File: src/rtl/sa_pkg.sv
// Shared sizing for the 3x3 weight-stationary systolic convolution array.
package sa_pkg;
  localparam int DATA_W = 8;
  localparam int N      = 3;

  // Column c output is delayed so that every column lines up with the last one.
  function automatic int deskew_depth(input int n, input int col);
    return 2 * (n - 1 - col);
  endfunction
endpackage

File: src/rtl/sa_pe.sv
// One processing element: registered weight, subject pass-through and
// multiply-accumulate partial sum (all unsigned, wrapping at W bits).
module sa_pe #(
  parameter int W = sa_pkg::DATA_W
) (
  input  logic         clk,
  input  logic         reset,
  input  logic [W-1:0] weight_in,
  input  logic [W-1:0] sub_in,
  input  logic [W-1:0] psum_in,
  output logic [W-1:0] sub_out,
  output logic [W-1:0] psum_out
);
  logic [W-1:0] weight_q, weight_d;
  logic [W-1:0] sub_q, sub_d;
  logic [W-1:0] psum_q, psum_d;

  // The MAC uses the subject arriving this cycle, not the one already stored.
  always_comb begin
    weight_d = weight_in;
    sub_d    = sub_in;
    psum_d   = psum_in + weight_q * sub_in;
  end

  always_ff @(posedge clk or negedge reset) begin
    if (!reset) begin
      weight_q <= '0;
      sub_q    <= '0;
      psum_q   <= '0;
    end else begin
      weight_q <= weight_d;
      sub_q    <= sub_d;
      psum_q   <= psum_d;
    end
  end

  assign sub_out  = sub_q;
  assign psum_out = psum_q;
endmodule

File: src/rtl/systolic_array.sv
// 3x3 systolic convolution: subjects flow right, partial sums flow down,
// column outputs are deskewed and summed into a registered result.
module systolic_array #(
  parameter int DATA_W = sa_pkg::DATA_W,
  parameter int N      = sa_pkg::N
) (
  input  logic              clk,
  input  logic              reset,
  input  logic [DATA_W-1:0] weight_in_1_1,
  input  logic [DATA_W-1:0] weight_in_1_2,
  input  logic [DATA_W-1:0] weight_in_1_3,
  input  logic [DATA_W-1:0] weight_in_2_1,
  input  logic [DATA_W-1:0] weight_in_2_2,
  input  logic [DATA_W-1:0] weight_in_2_3,
  input  logic [DATA_W-1:0] weight_in_3_1,
  input  logic [DATA_W-1:0] weight_in_3_2,
  input  logic [DATA_W-1:0] weight_in_3_3,
  input  logic [DATA_W-1:0] subject_in_1,
  input  logic [DATA_W-1:0] subject_in_2,
  input  logic [DATA_W-1:0] subject_in_3,
  output logic [DATA_W-1:0] result
);
  logic [DATA_W-1:0] weight     [N][N];
  logic [DATA_W-1:0] subject    [N];
  logic [DATA_W-1:0] sub_in_w   [N][N];
  logic [DATA_W-1:0] psum_in_w  [N][N];
  logic [DATA_W-1:0] sub_chain  [N][N];
  logic [DATA_W-1:0] psum_chain [N][N];
  logic [DATA_W-1:0] col_out    [N];
  logic [DATA_W-1:0] result_d, result_q;

  assign weight[0][0] = weight_in_1_1;
  assign weight[0][1] = weight_in_1_2;
  assign weight[0][2] = weight_in_1_3;
  assign weight[1][0] = weight_in_2_1;
  assign weight[1][1] = weight_in_2_2;
  assign weight[1][2] = weight_in_2_3;
  assign weight[2][0] = weight_in_3_1;
  assign weight[2][1] = weight_in_3_2;
  assign weight[2][2] = weight_in_3_3;
  assign subject[0]   = subject_in_1;
  assign subject[1]   = subject_in_2;
  assign subject[2]   = subject_in_3;

  for (genvar r = 0; r < N; r++) begin : g_row
    for (genvar c = 0; c < N; c++) begin : g_col
      if (c == 0) begin : g_sub_edge
        assign sub_in_w[r][c] = subject[r];
      end else begin : g_sub_pass
        assign sub_in_w[r][c] = sub_chain[r][c-1];
      end

      if (r == 0) begin : g_psum_edge
        assign psum_in_w[r][c] = '0;
      end else begin : g_psum_pass
        assign psum_in_w[r][c] = psum_chain[r-1][c];
      end

      sa_pe #(.W(DATA_W)) u_pe (
        .clk      (clk),
        .reset    (reset),
        .weight_in(weight[r][c]),
        .sub_in   (sub_in_w[r][c]),
        .psum_in  (psum_in_w[r][c]),
        .sub_out  (sub_chain[r][c]),
        .psum_out (psum_chain[r][c])
      );
    end
  end

  for (genvar c = 0; c < N; c++) begin : g_deskew
    localparam int DEPTH = sa_pkg::deskew_depth(N, c);
    if (DEPTH == 0) begin : g_direct
      assign col_out[c] = psum_chain[N-1][c];
    end else begin : g_dly
      logic [DATA_W-1:0] dly_q [DEPTH];
      logic [DATA_W-1:0] dly_d [DEPTH];

      always_comb begin
        dly_d[0] = psum_chain[N-1][c];
        for (int i = 1; i < DEPTH; i++) dly_d[i] = dly_q[i-1];
      end

      always_ff @(posedge clk or negedge reset) begin
        if (!reset) begin
          for (int i = 0; i < DEPTH; i++) dly_q[i] <= '0;
        end else begin
          dly_q <= dly_d;
        end
      end

      assign col_out[c] = dly_q[DEPTH-1];
    end
  end

  always_comb begin
    result_d = '0;
    for (int c = 0; c < N; c++) result_d = result_d + col_out[c];
  end

  always_ff @(posedge clk or negedge reset) begin
    if (!reset) result_q <= '0;
    else        result_q <= result_d;
  end

  assign result = result_q;
endmodule

File: config.mk
export PLATFORM = sky130hd
export DESIGN_NAME = systolic_array
export DESIGN_NICKNAME = d
export VERILOG_FILES = /design/src/rtl/sa_pkg.sv /design/src/rtl/sa_pe.sv /design/src/rtl/systolic_array.sv
export SDC_FILE = /design/constraint.sdc
export NUM_CORES = 1
export LEC_CHECK = 0
export BUFFER_PORTS_ARGS = -buffer_cell sky130_fd_sc_hd__buf_4
export CAP_MARGIN = 10
export CORE_ASPECT_RATIO = 1.5
export CORE_MARGIN = 5
export CORE_UTILIZATION = 35
export CTS_CLUSTER_SIZE = 14
export DETAILED_ROUTE_END_ITERATION = 8
export MAX_ROUTING_LAYER = met4
export PLACE_DENSITY = 0.55
export SLEW_MARGIN = 20
export SYNTH_ARGS = -nofsm -noshare
export SYNTH_HDL_FRONTEND = slang
export SYNTH_HIERARCHICAL = 1
export SYNTH_SLANG_ARGS = --single-unit
File: constraint.sdc
create_clock -name clk -period 8.7 [get_ports clk]
set_input_delay 1.74 -clock clk [delete_from_list [all_inputs] [get_ports clk]]
set_output_delay 1.74 -clock clk [all_outputs]
set_load 0.1 [all_outputs]
* Word level (Yosys, flattened, before mapping)
Index checks and enable logic that the tools add are counted.
Storage, ports and cells: register bits 248, output and inout bits 8, input port bits 98, logic and storage cells 48
Cells by class: add/subtract/negate cells 8, $mul 9
Operator list (number):
- multiplier 8 x 8 -> 8 bit | 9
- adder 8 bit | 8

* Logic depth before layout (Yosys ltp)
Gate-level depths: netlist of the first run.
depth after elaboration 2, gate-level depth with buffers 14, gate-level depth less buffers 14

* Cells and area by module
The synthesis of the first run kept the hierarchy.
By module, submodules not included:
- sa_pe (g_row[0].g_col[0].u_pe ...) | cells each 151, times used 5, area an instance 1670.4 um2
- sa_pe (g_row[1].g_col[2].u_pe ...) | cells each 151, times used 3, area an instance 1665.3 um2
- systolic_array | cells each 103, times used 1, area an instance 1836.8 um2
- sa_pe (g_row[2].g_col[0].u_pe) | cells each 151, times used 1, area an instance 1667.8 um2

* Worst setup path after synthesis of the first run
OpenSTA, ideal clock, no wires.
path type input port to flip-flop, start point input port subject_in_2[1], end point register g_row[1].g_col[0].u_pe.psum_q[7], setup slack 4000 ps, data arrival time 4620 ps, setup time 80 ps, cell stages on the path 12, required time 8620 ps, cells stage by stage nand2_1 -> fa_1 -> inv_1 -> fa_1 -> inv_1 -> fa_1 -> fa_1 -> inv_1 -> ha_1 -> a21oi_1 -> xnor2_1 -> xnor2_1
On the way: cells in the longest elaborated chain, start to end 2
Ends and longest elaborated chain:
- from (decl) | RTL line systolic_array.sv:19 | input logic [DATA_W-1:0] subject_in_2,
- multiplier 8 x 8 -> 8 bit | RTL line sa_pe.sv:22 | psum_d = psum_in + weight_q * sub_in;
- adder 8 bit | RTL line sa_pe.sv:22
- net g_row[1].g_col[0].u_pe.psum_d[7] | RTL line sa_pe.sv:16 | logic [W-1:0] psum_q, psum_d;
- to (signal assigned) | RTL line sa_pe.sv:33 | psum_q <= psum_d;
- to (decl) | RTL line sa_pe.sv:16
The timed path passes the listed nets, and every way through them passes these cells.

* Worst setup path after layout of the first run
Ends and elaborated chain as after synthesis.

==> summary.json, run 1 <==
{
  "hold_path.startpoint": {"value": "g_deskew[0].g_dly.dly_d[18]"},
  "worst_setup_hold_path_clk_slew": {"value": 0.07, "unit": "ns"},
  "grt_first_pass_wirelength": {"value": 52900, "unit": "µm"},
  "clock_tree.htree_level_count": {"value": 1},
  "via_cell_ratio": {"value": 4.28},
  "power_total": {"value": 6.11, "unit": "mW"},
  "worst_ep_required_time": {"value": 9.18, "unit": "ns"},
  "setup.worst_path.class": {"value": "input pin to flop"},
  "r2r_cells": {"value": 12},
  "initial_antenna_violation_count": {"value": 0},
  "maxClockFrequency": {"value": 226, "unit": "MHz"},
  "drtIter0Drc": {"value": 337},
  "post_synth_inst_count": {"value": 1438},
  "num_io_pins": {"value": 106},
  "vias": {"value": 9418},
  "area_of_the_die": {"value": 50900, "unit": "µm²"},
  "final.period_utilization": {"value": 50.8, "unit": "%"},
  "globalRouteTotalUtil": {"value": 13.4, "unit": "%"},
  "drt_pass1_iterations": {"value": 4},
  "critical_path.reg2reg.endpoint": {"value": "g_row[0].g_col[1].u_pe/psum_out[7]"},
  "cts_inserted_buffers": {"value": 27},
  "cap_violations": {"value": 0},
  "globalplace.congestion": {"value": 0.832},
  "num_antenna_cells": {"value": 0},
  "die-height": {"value": 274, "unit": "µm"},
  "timing.final.hold_violations": {"value": 0},
  "worst_ep_arrival_time": {"value": 4.90, "unit": "ns"},
  "drive_above_1_share": {"value": 12.8, "unit": "%"},
  "num_rows": {"value": 96},
  "die_w": {"value": 186, "unit": "µm"},
  "first_global_vias": {"value": 10700},
  "post_synth.cell_area_avg": {"value": 11.3, "unit": "µm²"},
  "category_of_the_worst_setup_path_capture_point": {"value": "flop"},
  "slew_violations": {"value": 0},
  "power-per-cell-area": {"value": 324, "unit": "nW/µm²"},
  "cp_max_fo": {"value": 8},
  "port_buffers": {"value": 105},
  "drt_drc_violations_left": {"value": 0},
  "numClockSinks": {"value": 248},
  "final.setup.tns": {"value": 0, "unit": "ns"},
  "overflow": {"value": 0},
  "hold_depth": {"value": 0},
  "finalSetupViolations": {"value": 0},
  "r2r_start": {"value": "g_row[0].g_col[0].u_pe/sub_out[1]"},
  "worstMarginPinSlew": {"value": 0.959, "unit": "ns"},
  "routed_wirelength": {"value": 30700, "unit": "µm"},
  "areaGrowthSynthToFinish": {"value": 16.0, "unit": "%"},
  "cts_post_setup_buffers_inserted": {"value": 0},
  "clkLatencyLatePin": {"value": 0.56, "unit": "ns"},
  "clock_tree.root_cell": {"value": "sky130_fd_sc_hd__clkbuf_16"},
  "start_util": {"value": 35.4, "unit": "%"},
  "worst-r2r-setup-slack": {"value": 4.93, "unit": "ns"},
  "post_cts_resize_count": {"value": 0},
  "finClkSkew": {"value": 0.0128, "unit": "ns"},
  "worst_hold_path.endpoint": {"value": "g_deskew[0].g_dly.dly_d[10]"},
  "cts-hold-fix-buffers": {"value": 0},
  "peakVddDrop": {"value": 0.000169, "unit": "V"},
  "utilization": {"value": 41.1, "unit": "%"},
  "outcome": {"value": "complete, no violations"},
  "maximum_number_of_pins_on_one_net_before_global_route_repair": {"value": 169},
  "synth_area": {"value": 16300, "unit": "µm²"},
  "detail_route.wl_per_cell": {"value": 13.9, "unit": "µm"},
  "yosys_warnings": {"value": 6},
  "placeable_core_region": {"value": 45900, "unit": "µm²"},
  "post-dp-hpwl": {"value": 25000, "unit": "µm"},
  "antenna_left": {"value": 0},
  "max_slew_margin": {"value": 36.1, "unit": "%"},
  "unrepaired_setup_endpoints_after_global_routing": {"value": "false"},
  "clock_tree_from_tritoncts": {"value": "done"},
  "static_leakage": {"value": 9.47, "unit": "nW"},
  "start_kind": {"value": "input pin"},
  "final_net_count": {"value": 2023},
  "cts_buffer_depth": {"value": 3},
  "hold_path.class": {"value": "flop to flop"},
  "period_needed": {"value": 4.42, "unit": "ns"}
}
## layout by cell type (no fill, tap or decap), types with 27 or more instances in the layout
| cell type | count |
|---|---|
| sky130_fd_sc_hd__inv_1 | 316 |
| sky130_fd_sc_hd__dfrtp_1 | 248 |
| sky130_fd_sc_hd__nand2_1 | 178 |
| sky130_fd_sc_hd__fa_1 | 170 |
| sky130_fd_sc_hd__ha_1 | 159 |
| sky130_fd_sc_hd__xnor2_1 | 157 |
| sky130_fd_sc_hd__buf_4 | 104 |
| sky130_fd_sc_hd__and2_1 | 99 |
| sky130_fd_sc_hd__clkbuf_16 | 27 |
| sky130_fd_sc_hd__and2_2 | 27 |
## per-layer routing
metal / vias to the layer above / global-route usage, % / routed length (µm)
met2: 129 / 25.6 / 17800
li1: 4532 / - / -
met1: 4702 / 13.9 / 10900
met5: - / - / 0
met3: 55 / 1.95 / 1090
met4: 0 / 4.03 / 941
## worst max path at each step
| stage | from | end | cells after the start |
|---|---|---|---|
| 6_report | subject_in_2[1] | g_row[1].g_col[0].u_pe/psum_out[7] | 13 |
| 5_1_grt | subject_in_3[0] | g_row[2].g_col[0].u_pe/psum_out[7] | 13 |
| 3_3_place_gp | subject_in_2[1] | g_row[1].g_col[0].u_pe/psum_out[7] | 13 |
| 3_5_place_dp | subject_in_2[1] | g_row[1].g_col[0].u_pe/psum_out[7] | 13 |
| 4_1_cts | subject_in_2[1] | g_row[1].g_col[0].u_pe/psum_out[7] | 13 |
| 2_1_floorplan | subject_in_2[1] | g_row[1].g_col[0].u_pe/psum_out[7] | 12 |
## area by class of cell
class,count,area (µm²)
Clock inverter,15,229
Clock buffer,33,738
Tap cell,588,736
Sequential cell,248,6210
Fill cell,4409,27000
Inverter,316,1190
Timing Repair Buffer,106,816
Multi-Input combinational cell,897,8950
## critical path, stage by stage
cell and delay [ns]:
sky130_fd_sc_hd__buf_4 0.14, sky130_fd_sc_hd__nand2_1 0.08, sky130_fd_sc_hd__fa_1 0.50, sky130_fd_sc_hd__inv_1 0.05, sky130_fd_sc_hd__fa_1 0.50, sky130_fd_sc_hd__inv_1 0.05, sky130_fd_sc_hd__fa_1 0.46, sky130_fd_sc_hd__fa_1 0.54
sky130_fd_sc_hd__inv_1 0.04, sky130_fd_sc_hd__ha_1 0.31, sky130_fd_sc_hd__a21oi_1 0.18, sky130_fd_sc_hd__xnor2_1 0.16, sky130_fd_sc_hd__xnor2_1 0.15
## stage by stage
stage                     instance area (µm²)  hold WS, ns  setup WS [ns]  std cells
after global routing                    18900        0.349           4.09       2203
after global placement                  17900        0.332           3.75       2155
final                                   18900        0.342           4.28       2203
after floorplan                         16300        0.331           4.00       1461
after CTS                               18900        0.341           4.29       2203
after detailed placement                17900        0.335           3.68       2155
## sequential cells by signal, indices dropped and copies added, names as in the netlist
name,count
g_row.g_col.u_pe/weight_q,72
result,8
g_row.g_col.u_pe/psum_out,72
col_out,16
g_deskew.g_dly.dly_d,32
g_row.g_col.u_pe/sub_out,48
## where the power goes
part,internal (mW),leakage [nW],switching (mW)
Sequential,1.51,2.89,0.146
Combinational,1.53,6.12,1.69
Clock,0.754,0.465,0.479
(Power assumes the default switching activity.)
==> inputs of run 2 (changes only) <==
Settings changed: ABC_AREA from default to 1.
Clock period 8.7 ns to 4.1 ns, I/O delays scaled along.
==> run 2 against run 1 <==
Clock skew down 0.0034 ns. Global-route usage increased by 0.81 points. Core utilization is 0.27 points lower. Non-clock buffer count up 48. Register-to-register slack worse by 4.7 ns. Hold slack got worse by 0.097 ns. Critical endpoint is now g_row[0].g_col[1].u_pe/psum_out[7]. Highest routed layer unchanged.
==> summary.json, run 2 <==
{
  "outcome": {"value": "complete, no violations", "change": "unchanged"},
  "numClockSinks": {"value": 248, "change": "unchanged"},
  "regArea": {"value": 6210, "unit": "µm²", "change": "about the same"},
  "num_antenna_cells": {"value": 0, "change": "unchanged"},
  "slew_violations": {"value": 0, "change": "unchanged"},
  "clock_tree.htree_level_count": {"value": 1, "change": "unchanged"},
  "worst_ep_required_time": {"value": 4.54, "unit": "ns", "change": "was 9.18 ns"},
  "drt_drc_violations_left": {"value": 0, "change": "unchanged"},
  "stdcell_area": {"value": 21400, "unit": "µm²", "change": "was 18900 µm²"},
  "via_cell_ratio": {"value": 4.29, "change": "was 4.28"},
  "placeable_core_region": {"value": 52300, "unit": "µm²", "change": "was 45900 µm²"},
  "cap_violations": {"value": 0, "change": "unchanged"},
  "clock_tree.root_cell": {"value": "sky130_fd_sc_hd__clkbuf_16", "change": "unchanged"},
  "timing.final.hold_violations": {"value": 0, "change": "unchanged"},
  "power.share.sequential": {"value": 25.4, "unit": "%", "change": "was 27.1%"},
  "overflow": {"value": 0, "change": "unchanged"},
  "initial_antenna_violation_count": {"value": 0, "change": "unchanged"},
  "sw_frac_of_total": {"value": 42.7, "unit": "%", "change": "was 37.9%"},
  "drtIter0Drc": {"value": 350, "change": "was 337"},
  "most_common_cell_after_layout_fill_and_taps_aside": {"value": "sky130_fd_sc_hd__nand2_1", "change": "was sky130_fd_sc_hd__inv_1"},
  "die_w": {"value": 197, "unit": "µm", "change": "was 186 µm"},
  "met3_length": {"value": 1170, "unit": "µm", "change": "was 1090 µm"},
  "power_frac_comb": {"value": 56.1, "unit": "%", "change": "was 52.7%"},
  "cts_buffer_depth": {"value": 3, "change": "unchanged"},
  "area_of_the_die": {"value": 57400, "unit": "µm²", "change": "was 50900 µm²"},
  "cts-hold-fix-buffers": {"value": 0, "change": "unchanged"},
  "detail_route.wirelength.met1": {"value": 13800, "unit": "µm", "change": "was 10900 µm"},
  "worstMarginPinSlew": {"value": 0.661, "unit": "ns", "change": "was 0.959 ns"},
  "static_leakage": {"value": 12.6, "unit": "nW", "change": "was 9.47 nW"},
  "vias": {"value": 12900, "change": "was 9418"},
  "globalplace.congestion": {"value": 0.851, "change": "was 0.832"},
  "first_global_vias": {"value": 14100, "change": "was 10700"},
  "power-per-cell-area": {"value": 645, "unit": "nW/µm²", "change": "was 324 nW/µm²"},
  "start_util": {"value": 35.2, "unit": "%", "change": "was 35.4%"},
  "pwr-share-clk": {"value": 18.5, "unit": "%", "change": "was 20.2%"},
  "maxClockFrequency": {"value": 257, "unit": "MHz"},
  "port_buffers": {"value": 105, "change": "unchanged"},
  "peakVddDrop": {"value": 0.000691, "unit": "V", "change": "was 0.000169 V"},
  "clock_tree_from_tritoncts": {"value": "done", "change": "unchanged"},
  "netSwitchingPower": {"value": 5.88, "unit": "mW", "change": "was 2.32 mW"},
  "cp_max_fo": {"value": 3, "change": "was 8"},
  "final_cell_count_no_fill": {"value": 3009, "change": "was 2203"},
  "drt_pass1_iterations": {"value": 5, "change": "was 4"},
  "placedCellCount": {"value": 2955, "change": "was 2155"},
  "post-dp-hpwl": {"value": 31500, "unit": "µm", "change": "was 25000 µm"},
  "num_io_pins": {"value": 106, "change": "unchanged"},
  "placed_area": {"value": 20400, "unit": "µm²", "change": "was 17900 µm²"},
  "antenna_left": {"value": 0, "change": "unchanged"},
  "yosys_warnings": {"value": 6, "change": "unchanged"},
  "areaGrowthSynthToFinish": {"value": 16.1, "unit": "%", "change": "was 16.0%"},
  "final.period_utilization": {"value": 94.8, "unit": "%"},
  "globalRouteTotalUtil": {"value": 14.2, "unit": "%", "change": "was 13.4%"},
  "maximum_number_of_pins_on_one_net_before_global_route_repair": {"value": 87, "change": "was 169"},
  "top_layer_used": {"value": "met4", "change": "unchanged"},
  "category_of_the_worst_setup_path_capture_point": {"value": "flop", "change": "unchanged"},
  "final_net_count": {"value": 2733, "change": "was 2023"},
  "finalSetupViolations": {"value": 0, "change": "unchanged"},
  "fillerInstances": {"value": 5275, "change": "was 4409"},
  "drive_above_1_share": {"value": 15.0, "unit": "%", "change": "was 12.8%"},
  "die-height": {"value": 291, "unit": "µm", "change": "was 274 µm"},
  "synth_area": {"value": 18400, "unit": "µm²", "change": "was 16300 µm²"},
  "cts_inserted_buffers": {"value": 29, "change": "was 27"},
  "unrepaired_setup_endpoints_after_global_routing": {"value": "false", "change": "unchanged"},
  "setup.worst_path.class": {"value": "flop to flop", "change": "was input pin to flop"},
  "post_synth.cell_area_avg": {"value": 8.66, "unit": "µm²", "change": "was 11.3 µm²"},
  "multi_input_area": {"value": 9890, "unit": "µm²", "change": "was 8950 µm²"},
  "grt_first_pass_wirelength": {"value": 65200, "unit": "µm", "change": "was 52900 µm"},
  "worst_setup_hold_path_clk_slew": {"value": 0.07, "unit": "ns", "change": "about the same"},
  "hold_path.class": {"value": "input pin to async pin", "change": "was flop to flop"},
  "dr_wl_met2": {"value": 21300, "unit": "µm", "change": "was 17800 µm"},
  "post_synth_inst_count": {"value": 2124, "change": "was 1438"},
  "routed_wirelength": {"value": 37700, "unit": "µm", "change": "was 30700 µm"},
  "finClkSkew": {"value": 0.00943, "unit": "ns", "change": "was 0.0128 ns"},
  "worst_ep_arrival_time": {"value": 4.33, "unit": "ns", "change": "was 4.90 ns"},
  "period_needed": {"value": 3.89, "unit": "ns"},
  "commonest_cells_after_routing_fill_and_taps_aside": {"value": "sky130_fd_sc_hd__nand2_1, sky130_fd_sc_hd__inv_1, sky130_fd_sc_hd__dfrtp_1", "change": "was sky130_fd_sc_hd__inv_1, sky130_fd_sc_hd__dfrtp_1, sky130_fd_sc_hd__nand2_1"},
  "start_kind": {"value": "flop", "change": "was input pin"},
  "internal_power": {"value": 7.91, "unit": "mW", "change": "was 3.79 mW"},
  "detail_route.wl_per_cell": {"value": 12.5, "unit": "µm", "change": "was 13.9 µm"},
  "clkLatencyLatePin": {"value": 0.56, "unit": "ns", "change": "about the same"},
  "num_rows": {"value": 103, "change": "was 96"},
  "max_slew_margin": {"value": 56.0, "unit": "%", "change": "was 36.1%"}
}
==> run 2: stage by stage <==
stage	util, %	total power [mW]	hold slack (ns)	setup slack (ns)	TNS, ns
after floorplan	-	9.42	0.331	0.0204	0
after global placement	38.9	11.1	0.332	-0.124	-0.214
after detailed placement	38.9	11.3	0.335	-0.148	-0.404
after CTS	40.7	14.0	0.250	0.0438	0
after global routing	40.8	15.5	0.285	0.000400	0
final	40.8	13.8	0.245	0.213	0
==> run 2: metal layers <==
metal | global-route usage [%] | vias up
li1 | - | 6451
met1 | 14.4 | 6200
met2 | 27.4 | 192
met3 | 1.73 | 79
met4 | 5.25 | 0
met5 | - | -
==> run 2: path summary, 6_finish.rpt <==
check,cells past startpoint,slack [ns],end,from
worst max-delay path,19,0.21,g_row[0].g_col[1].u_pe/psum_out[7],g_row[0].g_col[0].u_pe/sub_out[0]
worst min-delay path,1,0.25,g_row[2].g_col[2].u_pe/weight_q[7],reset
worst max register to register,19,0.21,g_row[0].g_col[1].u_pe/psum_out[7],g_row[0].g_col[0].u_pe/sub_out[0]
worst min register to register,0,0.34,g_deskew[0].g_dly.dly_d[19],g_row[2].g_col[0].u_pe/psum_out[3]
max in group asynchronous,2,2.94,g_row[1].g_col[0].u_pe/sub_out[3],reset
min in group clk,0,0.34,g_deskew[0].g_dly.dly_d[19],g_row[2].g_col[0].u_pe/psum_out[3]
==> run 2: final cells by class <==
class	count	share of cell area [%]
clock inverter	12	0.621
sequential	248	29.1
clock buffer	40	3.82
multi-input combinational	1274	46.3
tap	682	3.99
timing repair buffer	154	5.68
inverter	599	10.5
==> run 2: critical path, stage by stage (launching register included) <==
cell                      delay [ns]
sky130_fd_sc_hd__dfrtp_1        0.40
sky130_fd_sc_hd__nand2_1        0.10
sky130_fd_sc_hd__fa_1           0.49
sky130_fd_sc_hd__inv_1          0.05
sky130_fd_sc_hd__fa_1           0.50
sky130_fd_sc_hd__inv_1          0.05
sky130_fd_sc_hd__fa_1           0.47
sky130_fd_sc_hd__fa_1           0.56
sky130_fd_sc_hd__inv_1          0.04
sky130_fd_sc_hd__ha_1           0.33
sky130_fd_sc_hd__nand2_1        0.07
sky130_fd_sc_hd__nand2_1        0.08
sky130_fd_sc_hd__nor2_4         0.14
sky130_fd_sc_hd__nand3_1        0.11
sky130_fd_sc_hd__nand2_1        0.08
sky130_fd_sc_hd__nand2_1        0.04
sky130_fd_sc_hd__nand2_1        0.09
sky130_fd_sc_hd__inv_1          0.05
sky130_fd_sc_hd__nand2_1        0.06
sky130_fd_sc_hd__nand2_1        0.05
==> run 2: power groups by stage <==
stage          Clock [mW]  Sequential [mW]  Combinational (mW)
2_1_floorplan           0             3.72                5.69
3_3_place_gp            0             3.56                7.52
3_5_place_dp            0             3.57                7.77
4_1_cts              2.67             3.52                7.83
5_1_grt              2.76             3.58                9.13
6_report             2.55             3.50                7.74
==> run 2: repair_timing <==
item | in CTS | in global routing
buffers inserted | 0 | 2
resized for setup | 0 | 11
setup endpoints to repair | 0 | 5
